--- config.mk ---
export PLATFORM = sky130hd
export DESIGN_NAME = delay_arbiter
export DESIGN_NICKNAME = d
export VERILOG_FILES = /design/src/rtl/c4_timing_pkg.sv /design/src/rtl/rr_arbiter.sv /design/src/rtl/delay_arbiter.sv
export SDC_FILE = /design/constraint.sdc
export NUM_CORES = 1
export LEC_CHECK = 0
export BUFFER_PORTS_ARGS = -buffer_cell sky130_fd_sc_hd__buf_2
export CORE_MARGIN = 4
export CORE_UTILIZATION = 45
export DETAILED_ROUTE_END_ITERATION = 16
export GPL_TIMING_DRIVEN = 0
export HOLD_SLACK_MARGIN = 0.03
export SYNTH_ARGS = -nofsm -noshare
export SYNTH_HDL_FRONTEND = slang
export SYNTH_SLANG_ARGS = --single-unit
--- constraint.sdc ---
create_clock -name clk_in -period 3.1 [get_ports clk_in]
set_clock_uncertainty 0.2 [all_clocks]
set_input_delay 0.155 -clock clk_in [delete_from_list [all_inputs] [get_ports clk_in]]
set_output_delay 0.155 -clock clk_in [all_outputs]
set_load 0.1 [all_outputs]
--- src/rtl/c4_timing_pkg.sv ---
// Shared timing definitions for the Connect4 delay engine: FSM encoding,
// default sizes and a width helper.
package c4_timing_pkg;

  typedef enum logic [1:0] {
    ST_IDLE  = 2'd0,
    ST_LOAD  = 2'd1,
    ST_COUNT = 2'd2,
    ST_DONE  = 2'd3
  } c4_state_e;

  localparam int C4_PRESCALE_DEFAULT = 65001;
  localparam int C4_LEN_W            = 8;

  // Bits needed to hold values 0..value-1; never returns less than 1.
  function automatic int c4_clog2(input int value);
    int w;
    w = 1;
    for (int k = 1; k < 32; k++) begin
      if ((1 << w) < value) w = k + 1;
    end
    return w;
  endfunction

endpackage

--- src/rtl/rr_arbiter.sv ---
// Combinational round-robin picker: first set request strictly above ptr_in,
// wrapping modulo NUM_REQ. The pointer register lives in the parent.
module rr_arbiter
  import c4_timing_pkg::*;
#(
  parameter int NUM_REQ = 2,
  parameter int PTR_W   = c4_clog2(NUM_REQ)
) (
  input  logic [NUM_REQ-1:0] req_in,
  input  logic [PTR_W-1:0]   ptr_in,
  output logic [NUM_REQ-1:0] gnt_out
);

  logic [PTR_W-1:0] w_idx;
  logic             w_found;

  always_comb begin
    gnt_out = '0;
    w_found = 1'b0;
    w_idx   = '0;
    for (int k = 1; k <= NUM_REQ; k++) begin
      w_idx = PTR_W'((int'(ptr_in) + k) % NUM_REQ);
      if (!w_found && req_in[w_idx]) begin
        gnt_out[w_idx] = 1'b1;
        w_found        = 1'b1;
      end
    end
  end

endmodule

--- src/rtl/delay_arbiter.sv ---
// Shared prescaler + delay counter, handed round-robin to NUM_REQ requesters.
// Optional feature macro: DLY_ABORT_EN adds abort_in for owner-side cancellation.
module delay_arbiter
  import c4_timing_pkg::*;
#(
  parameter int NUM_REQ  = 2,
  parameter int LEN_W    = C4_LEN_W,
  parameter int PRESCALE = C4_PRESCALE_DEFAULT
) (
  input  logic                     clk_in,
  input  logic                     rst_n,
  input  logic [NUM_REQ-1:0]       req_in,
  input  logic [NUM_REQ*LEN_W-1:0] len_in,
`ifdef DLY_ABORT_EN
  input  logic [NUM_REQ-1:0]       abort_in,
`endif
  output logic [NUM_REQ-1:0]       gnt_out,
  output logic [NUM_REQ-1:0]       done_out,
  output logic                     busy_out
);

  localparam int PTR_W = c4_clog2(NUM_REQ);
  localparam int PRE_W = c4_clog2(PRESCALE);
  localparam logic [PRE_W-1:0] PRE_LAST = PRE_W'(PRESCALE - 1);

  c4_state_e          r_state;
  logic [NUM_REQ-1:0] r_gnt;
  logic [NUM_REQ-1:0] r_done;
  logic               r_busy;
  logic [PTR_W-1:0]   r_ptr;
  logic [PRE_W-1:0]   r_pre;
  logic [LEN_W-1:0]   r_rem;

  logic [NUM_REQ-1:0] w_arb_gnt;
  logic [PTR_W-1:0]   w_win;
  logic [LEN_W-1:0]   w_len;
  logic               w_abort;

  rr_arbiter #(
    .NUM_REQ (NUM_REQ),
    .PTR_W   (PTR_W)
  ) u_rr_arbiter (
    .req_in  (req_in),
    .ptr_in  (r_ptr),
    .gnt_out (w_arb_gnt)
  );

  always_comb begin
    w_win = '0;
    for (int k = 0; k < NUM_REQ; k++) begin
      if (w_arb_gnt[k]) w_win = PTR_W'(k);
    end
  end

  // After a grant r_ptr is the owner, so it also selects the owner's length/abort.
  assign w_len = len_in[int'(r_ptr)*LEN_W +: LEN_W];

`ifdef DLY_ABORT_EN
  assign w_abort = abort_in[r_ptr];
`else
  assign w_abort = 1'b0;
`endif

  always_ff @(posedge clk_in or negedge rst_n) begin
    if (!rst_n) begin
      r_state <= ST_IDLE;
      r_gnt   <= '0;
      r_done  <= '0;
      r_busy  <= 1'b0;
      r_ptr   <= PTR_W'(NUM_REQ - 1);
      r_pre   <= '0;
      r_rem   <= '0;
    end else begin
      r_done <= '0;
      case (r_state)
        ST_IDLE: begin
          if (|req_in) begin
            r_gnt   <= w_arb_gnt;
            r_ptr   <= w_win;
            r_busy  <= 1'b1;
            r_state <= ST_LOAD;
          end
        end
        ST_LOAD: begin
          if (w_abort) begin
            r_gnt   <= '0;
            r_busy  <= 1'b0;
            r_state <= ST_IDLE;
          end else begin
            r_rem   <= (w_len == '0) ? LEN_W'(1) : w_len;
            r_pre   <= '0;
            r_state <= ST_COUNT;
          end
        end
        ST_COUNT: begin
          if (w_abort) begin
            r_gnt   <= '0;
            r_busy  <= 1'b0;
            r_pre   <= '0;
            r_rem   <= '0;
            r_state <= ST_IDLE;
          end else if (r_pre == PRE_LAST) begin
            r_pre <= '0;
            r_rem <= r_rem - 1'b1;
            if (r_rem == LEN_W'(1)) r_state <= ST_DONE;
          end else begin
            r_pre <= r_pre + 1'b1;
          end
        end
        ST_DONE: begin
          // First DONE cycle arms the registered pulse; the grant drops as it ends.
          if (r_done == '0) begin
            r_done <= r_gnt;
          end else begin
            r_gnt   <= '0;
            r_busy  <= 1'b0;
            r_state <= ST_IDLE;
          end
        end
        default: r_state <= ST_IDLE;
      endcase
    end
  end

  assign gnt_out  = r_gnt;
  assign done_out = r_done;
  assign busy_out = r_busy;

endmodule

# Word level (Yosys, flattened, before mapping)
# Index checks and enable logic that the tools add are counted.
dict set report totals {
  reg_bits 32
  output_inout_bits 5
  elab_cells 71
}
dict set report op_classes {
  n_addsub 4
  n_lt_le_gt_ge 4
  n_eq_ne 9
  shift 1
  n_mux 29
  bitwise_logic 2
  n_reduce_logical 15
}
# operator n
set op_table {}
lappend op_table {{16-bit case mux with 2 select lines} 1}
lappend op_table {{2-bit 2-to-1 mux} 9}
lappend op_table {{16-bit by 1-bit adder with 16-bit output, second input constant} 1}
lappend op_table {{16-bit equality test, second input constant} 1}
lappend op_table {{16-bit 2-to-1 mux} 1}
lappend op_table {{8-bit 2-to-1 mux} 2}
lappend op_table {{8-bit case mux with 2 select lines} 1}
lappend op_table {{16-bit by 5-bit indexed part select with 8-bit output} 1}
lappend op_table {{1-bit 2-to-1 mux} 10}
lappend op_table {{8-bit by 1-bit equality test with 1-bit output, second input constant} 1}
lappend op_table {{8-bit zero test} 1}
lappend op_table {{2-bit != test, second input constant} 4}
lappend op_table {{2-bit case mux with 4 select lines} 1}
lappend op_table {{8-bit by 1-bit subtractor with 8-bit output, second input constant} 1}
lappend op_table {{2-bit AND reduction} 3}
lappend op_table {{2-bit equality test, second input constant} 2}
lappend op_table {{2-bit zero test} 2}
lappend op_table {{1-bit by 2-bit less-than comparator with 1-bit output, second input constant} 2}
lappend op_table {{2-bit case mux with 2 select lines} 1}
lappend op_table {{4-bit AND reduction} 1}
lappend op_table {{2-bit OR reduction} 2}
lappend op_table {{1-bit logical AND} 3}
lappend op_table {{3-bit AND reduction} 1}
lappend op_table {{1-bit adder, second input constant} 2}
lappend op_table {{other kinds (8)} 10}

# Logic depth before layout (Yosys ltp)
# Gate-level depths: netlist (run 1).
dict set report logic_depth {
  word_depth 10
  mapped_depth 7
}

# Hierarchy
# Synthesis (run 1) repeated with hierarchy kept, for this count alone.
dict set report unflattened {
  hier_cells 205
  hier_area_um2 1949.4
}
# module instances cells_per_inst area_per_inst_um2 seq_area_each_um2
set modules_own_cells {}
lappend modules_own_cells {delay_arbiter 1 202 1930.6 802.0}
lappend modules_own_cells {rr_arbiter 1 3 18.8 0.0}

# Least setup slack after synthesis (run 1)
# Ideal clock, no wire load.
dict set report synth_timing {
  path_kind {register to register}
  from {register r_state[0]}
  to {register r_pre[15]}
  setup_ns 0.073
  arrival_ns 2.005
  setup_slack_ns 0.822
  stages_incl_launch_ff 7
  path_buffers 0
  synth_period_minus_slack_ns 2.278
  path_cell_list {dfrtp_1 > inv_1 > ha_1 > nand4_1 > or4_4 > or3_1 > a21oi_2}
}
dict set report synth_via {
  elab_chain_cells 2
  word_cells_on_any_way 4
  classes_between {eq/ne: 2; mux: 1; reduce/logical: 1}
}
# element line
set synth_lines {}
lappend synth_lines {{from (decl)} delay_arbiter.sv:26} ;# c4_state_e r_state;
lappend synth_lines {{from (signal assigned)} delay_arbiter.sv:66} ;# r_state <= ST_IDLE;
lappend synth_lines {{from (signal assigned)} delay_arbiter.sv:81} ;# r_state <= ST_LOAD;
lappend synth_lines {{from (signal assigned)} delay_arbiter.sv:88} ;# r_state <= ST_IDLE;
lappend synth_lines {{2-bit equality test or 2-bit by 1-bit equality test with 1-bit output (tied branches)} delay_arbiter.sv:75} ;# case (r_state)
lappend synth_lines {{16-bit case mux with 2 select lines or 2-bit nonzero test (tied branches)} --}
lappend synth_lines {{to (signal assigned)} delay_arbiter.sv:107} ;# r_pre <= r_pre + 1'b1;
lappend synth_lines {{to (decl)} delay_arbiter.sv:31} ;# logic [PRE_W-1:0] r_pre;
# Parallel ways exist; a longest one is shown, timed or not.
# A chain may end at the register's enable or synchronous reset.

# Worst setup path in the final report (run 1)
# Same ends and word-level chain as after synthesis.

==> results_dict.tcl, run 1 <==
set metrics [dict create \
    grt_pass1_wl_um 7769 \
    routed_wl_um 4513 \
    synthArstFlopShare 1.000 \
    initial_core_util 0.4786 \
    grt_usage 0.1843 \
    grt_pass1_vias 1690 \
    relSlewSlack 0.4220 \
    total_power_mw 2.071 \
    cp.required_ns 3.13 \
    cp-start-kind "flop" \
    pwr_density_cell_mw_per_mm2 893.4 \
    tightest_slew_ns 0.8558 \
    r2r_end "r_pre[15]$_DFFE_PN0P_" \
    clkLatencyLatePin_ns 0.29 \
    area_delta_synth_final_pct 17.73 \
    cts_max_path_buffers 2 \
    status "complete, no violations" \
    layout-drive-gt1-share 0.1748 \
    finalCritPeriodShare 0.8023 \
    cts_buffers 5 \
    fin_util 0.5634 \
    cp_max_fo 6 \
    tns_ns 0 \
    avgSynthCellArea_um2 9.378 \
    antennaDiodeCount 0 \
    vdd_drop_max_uv 688.1 \
    drt_iter0_drc 123 \
    clock-root-buffer "clkbuf_8" \
    drcViolationCount 0 \
    nets 274 \
    htreeDepth 2 \
    syn_area_mm2 0.001969 \
    vias_per_cell 5.814 \
    worst-endpoint-arrival_ns 2.51 \
    synth-simple-area-share 0.2713 \
    maxCapViolations 0 \
    finalMaxSlewViolations 0 \
    hpwl_um 3358 \
    placed_cells 284 \
    cp.buffers_inverters 1 \
    final_common_cell "dfrtp_1" \
    seq_area_frac_synth 0.4072 \
    crit_family "simple AND/OR/NAND/NOR gates" \
    die_w_um 74.16 \
    final_cell_mix "31 x dfrtp_1, 27 x buf_2, 18 x nor2_1, 15 x nand2_1, 10 x a21oi_1" \
    cp_cell_sequence "inv_1 -> ha_1 -> nand4_1 -> or4_4 -> or3_1 -> a21oi_2" \
    die_h_um 74.16 \
    period_needed_ns 2.487 \
    finalWorstSetupSlack_ns 0.6129 \
    yosys_register_bits 32 \
    rsz0062_at_grt "false" \
    synth_compound_gate_area_share 0.1360 \
    synthMuxAreaShare 0.05400 \
    synthAdderAreaFrac 0.05718 \
    dp_worst_setup_slack_ns 0.5794 \
    io_buffers 24 \
    synth_warnings 0 \
    worstSetupPathType "reg2reg" \
    ff2ff_setup_slack_ns 0.61 \
    clkTransAtPathRegs_ns 0.07 \
    cts_setup_buffers 0 \
    ys_types 49 \
    vias 1721 \
    grt_max_degree 33 \
    cts_resized 0 \
    fp.coreArea_mm2 0.004115 \
    hold_path_class "in2reg" \
    syn-num-nets 239 \
    min_path_cells 4 \
    dieArea_mm2 0.005499 \
    setup_violations 0 \
    final_antenna_net_count 0 \
    synth_top_family_by_area "simple AND/OR/NAND/NOR gates" \
    first_pass_iters 4 \
    crit_slowest_cell "or4_4" \
    p_leak_nw 0.9880 \
    fillers 362 \
    endpoint_kind "flop" \
    gp_congestion 0.9567 \
    critPathMaxStageDelay_ns 0.59 \
    fmax_mhz 402.1 \
    grt_overflow 0 \
    r2r-start "r_state[0]$_DFFE_PN0P_" \
    rr_worst_depth 6 \
    cts_sinks 32 \
    rows 23 \
    wl_per_cell_um 15.25 \
    finalHoldViolCount 0 \
    synth_flop_cell "dfrtp_1" \
    synth_edf_count 0 \
    stdcell_count 296 \
    postSynthCellCount 210 \
    cts_tree "done" \
    hold_end "r_rem[0]$_DFFE_PN0P_" \
    ios 25 \
    synth_xor_xnor_area_share 0.04003 \
    hp-start "len_in[10]" \
    antenna_found_initial 0 \
]
-- layer usage --
metal  share of wire  track usage  up-vias
met5               0            0        -
met4           0.027      0.08451        0
met3           0.050      0.05676       13
met2            0.46       0.2805       50
met1            0.46       0.2401      805
li1                -            -      853
-- sequential cells by signal, indices dropped and copies added, names as in the netlist --
signal and flops:
gnt_out 2, r_state 2, done_out 2, r_pre 16
r_ptr 1, r_rem 8, busy_out 1
-- how the worst max path moves through the flow --
stage,cells past startpoint,start,slack (ns),to
floorplan,6,r_state[0]$_DFFE_PN0P_,0.82,r_pre[15]$_DFFE_PN0P_
global placement,6,r_state[0]$_DFFE_PN0P_,0.62,r_pre[15]$_DFFE_PN0P_
detailed placement,6,r_state[0]$_DFFE_PN0P_,0.58,r_pre[15]$_DFFE_PN0P_
CTS,6,r_state[0]$_DFFE_PN0P_,0.58,r_pre[15]$_DFFE_PN0P_
global route,6,r_state[0]$_DFFE_PN0P_,0.48,r_pre[15]$_DFFE_PN0P_
finish,6,r_state[0]$_DFFE_PN0P_,0.61,r_pre[15]$_DFFE_PN0P_
-- power by group --
part           leakage (nW)  internal, mW  switching [mW]  total, mW
clock network        0.0645         0.283           0.163      0.447
registers             0.412         0.531           0.102      0.634
logic                 0.512         0.348           0.643      0.991
total                 0.988          1.16           0.909       2.07
-- cell usage after synthesis (2+ instances only) --
cell | count | area, um2
a211o_1 | 2 | 17.52
a21oi_1 | 10 | 50.05
a31oi_1 | 2 | 12.51
a32o_1 | 2 | 20.02
and2_1 | 4 | 25.02
and3_1 | 3 | 18.77
buf_2 | 3 | 15.01
clkbuf_1 | 4 | 15.01
dfrtp_1 | 31 | 775.7
ha_1 | 9 | 112.6
inv_1 | 9 | 33.78
mux2i_1 | 8 | 80.08
nand2_1 | 15 | 56.30
nand2b_1 | 3 | 18.77
nand3_1 | 6 | 30.03
nand4_1 | 6 | 37.54
nor2_1 | 18 | 67.56
nor3_1 | 7 | 35.03
nor3b_1 | 4 | 30.03
nor4_1 | 8 | 50.05
o21ai_0 | 8 | 40.04
o22ai_1 | 3 | 18.77
o2bb2ai_1 | 2 | 17.52
o311ai_0 | 2 | 17.52
o41ai_1 | 2 | 17.52
or3_1 | 5 | 31.28
or4_1 | 5 | 37.54
xnor2_1 | 6 | 52.55
xor2_1 | 3 | 26.28
-- worst register-to-register path, cell delays in order, from the launching register on --
cell	delay, ns
dfrtp_1	0.39
inv_1	0.10
ha_1	0.38
nand4_1	0.25
or4_4	0.59
or3_1	0.37
a21oi_2	0.14
-- cell families (layout without fill, tap and decap cells) --
logic type	count (synthesis)	after routing
xor gates and xnor gates	9	9
muxes	10	10
buffers and inverters	17	53
adders and majority gates	9	9
and+or+nand+nor	93	93
DFF	32	32
AOI/OAI and AO/OA	40	40
-- area by class of cell --
cell class / count / area, um2 / area share
clock buffer: 7 / 96.34 / 0.04155
sequential: 32 / 802.0 / 0.3459
clock inverter: 1 / 30.03 / 0.01295
multi-input combinational: 161 / 1100 / 0.4744
tap: 50 / 62.56 / 0.02698
timing repair buffer: 28 / 160.2 / 0.06908
inverter: 9 / 33.78 / 0.01457
buffer: 8 / 33.78 / 0.01457
-- metrics by stage --
stage               area [um2]  hold WS [ns]
floorplan                 1969       -0.3406
global placement          2152       0.05421
detailed placement        2152       0.05562
CTS                       2318       0.05111
global route              2318       0.08676
finish                    2318       0.05690
-- repair_timing --
item,4_1_cts,5_1_grt
setup endpoints to repair,0,0
hold buffers,4,0
hold endpoints to repair,34,0
Note: power is estimated with default switching activity, not from simulation.
==> run 2: changes to the inputs <==
==> constraint.sdc (replaced) <==
create_clock -name clk_in -period 2.35 [get_ports clk_in]
set_clock_uncertainty 0.2 [all_clocks]
set_input_delay 0.1175 -clock clk_in [delete_from_list [all_inputs] [get_ports clk_in]]
set_output_delay 0.1175 -clock clk_in [all_outputs]
set_load 0.1 [all_outputs]
==> run 2 against run 1 <==
  * Clock power up 32%
  * Power up 35%
  * Combinational power up 39%
  * Fmax up 10%
  * Largest power group unchanged
  * Wire length up 3.1%
  * First-iteration DRC count up 12%
  * Critical endpoint unchanged
  * Worst setup slack worse by 0.52 ns
  * Global-route usage up 0.39 points
  * Register-to-register slack worse by 0.52 ns
  * Via count up 2.6%
  * Clock-buffer cell count unchanged
  * Die area unchanged
==> results_dict.tcl, run 2 (synthesized netlist as in run 1, its figures left out) <==
set metrics [dict create \
    status "complete, no violations" \
    crit_family "simple AND/OR/NAND/NOR gates" \
    first_pass_iters 6 \
    maxCapViolations 0 \
    area_delta_synth_final_pct 22.11 \
    io_buffers 24 \
    gp_congestion 0.9567 \
    layout-drive-gt1-share 0.1937 \
    grt_overflow 0 \
    clkLatencyLatePin_ns 0.30 \
    critPathMaxStageDelay_ns 0.56 \
    fp.coreArea_mm2 0.004115 \
    rsz0062_at_grt "true" \
    worstSetupPathType "reg2reg" \
    antenna_found_initial 0 \
    tightest_slew_ns 0.7241 \
    largestRegisters "r_pre (16), r_rem (8)" \
    cp-start-kind "flop" \
    worst-endpoint-arrival_ns 2.28 \
    period_needed_ns 2.256 \
    grt_pass1_wl_um 7914 \
    hp-start "len_in[4]" \
    grt_max_degree 33 \
    total_power_mw 2.799 \
    largest_register_ffs 16 \
    drcViolationCount 0 \
    grt_usage 0.1883 \
    drt_iter0_drc 138 \
    pwr_density_cell_mw_per_mm2 1164 \
    grt_pass1_vias 1721 \
    die_w_um 74.16 \
    nets 281 \
    whs_ns 0.04208 \
    final_common_cell "dfrtp_1" \
    htreeDepth 2 \
    p_leak_nw 1.023 \
    cts_tree "done" \
    vdd_drop_max_uv 918.4 \
    dieArea_mm2 0.005499 \
    largest-register "r_pre" \
    ff2ff_setup_slack_ns 0.09 \
    endpoint_kind "flop" \
    final_cell_mix "31 x dfrtp_1, 27 x buf_2, 18 x nor2_1, 15 x nand2_1, 10 x a21oi_1" \
    fillers 357 \
    relSlewSlack 0.5173 \
    vias_per_cell 5.828 \
    rr_worst_depth 6 \
    cts_max_path_buffers 2 \
    cp.buffers_inverters 1 \
    clock-root-buffer "clkbuf_8" \
    finalMaxSlewViolations 0 \
    cp_cell_sequence "inv_2 -> ha_4 -> nand4_1 -> or4_4 -> or3_1 -> a21oi_2" \
    finalWorstSetupSlack_ns 0.09443 \
    final_antenna_net_count 0 \
    ios 25 \
    cts_sinks 32 \
    wl_per_cell_um 15.35 \
    vias 1766 \
    hpwl_um 3358 \
    clkTransAtPathRegs_ns 0.07 \
    crit_slowest_cell "or4_4" \
    r2r-start "r_state[1]$_DFFE_PN0P_" \
    min_path_cells 5 \
    initial_core_util 0.4786 \
    cp.required_ns 2.38 \
    hold_end "r_rem[4]$_DFFE_PN0P_" \
    cp_max_fo 6 \
    dp_worst_setup_slack_ns -0.1706 \
    stdcell_count 303 \
    die_h_um 74.16 \
    finalHoldViolCount 0 \
    fmax_mhz 443.3 \
    rows 23 \
    cts_buffers 5 \
    setup_violations 0 \
    r2r_end "r_pre[15]$_DFFE_PN0P_" \
    routed_wl_um 4652 \
    finalCritPeriodShare 0.9598 \
    placed_cells 284 \
    hold_path_class "in2reg" \
    antennaDiodeCount 0 \
]
==> run 2: layout make-up <==
type                       count  area (um2)  area share
sequential                    32       802.0      0.3335
inverter                       9       33.78     0.01405
timing repair buffer          35       225.2     0.09365
clock inverter                 1       30.03     0.01249
buffer                         8       35.03     0.01457
clock buffer                   7       96.34     0.04006
multi-input combinational    161        1120      0.4657
tap                           50       62.56     0.02601
==> run 2: worst max path at each step <==
stage / end / cells past startpoint / slack [ns] / start
3_5_place_dp: r_pre[15]$_DFFE_PN0P_ / 6 / -0.17 / r_state[0]$_DFFE_PN0P_
5_1_grt: r_state[1]$_DFFE_PN0P_ / 7 / -0.04 / r_pre[0]$_DFFE_PN0P_
4_1_cts: r_pre[15]$_DFFE_PN0P_ / 6 / 0.03 / r_state[0]$_DFFE_PN0P_
2_1_floorplan: r_pre[15]$_DFFE_PN0P_ / 6 / 0.07 / r_state[0]$_DFFE_PN0P_
6_report: r_pre[15]$_DFFE_PN0P_ / 6 / 0.09 / r_state[1]$_DFFE_PN0P_
3_3_place_gp: r_pre[15]$_DFFE_PN0P_ / 6 / -0.13 / r_state[0]$_DFFE_PN0P_
==> run 2: metrics by stage <==
step / TNS [ns] / utilization / instance area [um2]
after floorplan: 0 / - / 1969
after global placement: -0.6938 / 0.5230 / 2152
after detailed placement: -0.7091 / 0.5230 / 2152
after CTS: 0 / 0.5822 / 2396
after global routing: -0.1236 / 0.5844 / 2405
final: 0 / 0.5844 / 2405
==> run 2: power by group <==
part / internal [mW] / total (mW) / switching, mW
clock: 0.374 / 0.590 / 0.216
sequential: 0.700 / 0.833 / 0.133
combinational: 0.505 / 1.38 / 0.871
==> run 2: repair_timing <==
action,4_1_cts,5_1_grt
endpoints found under the setup margin,10,15
buffers inserted,1,1
hold buffers,9,0
hold endpoints to repair,37,0
pin swaps,1,0
gates resized for setup,2,3
==> run 2: worst register-to-register path, stage by stage (launching register included) <==
cell and delay, ns:
dfrtp_1 0.40, inv_2 0.08, ha_4 0.30, nand4_1 0.14, or4_4 0.56, or3_1 0.37
a21oi_2 0.14
==> run 2: metal layers <==
| metal | global-route usage | vias up | routed length (um) |
|---|---|---|---|
| li1 | - | 863 | - |
| met1 | 0.2468 | 835 | 2125 |
| met2 | 0.2874 | 55 | 2158 |
| met3 | 0.05676 | 13 | 246 |
| met4 | 0.08249 | 0 | 121 |
| met5 | 0 | - | 0 |
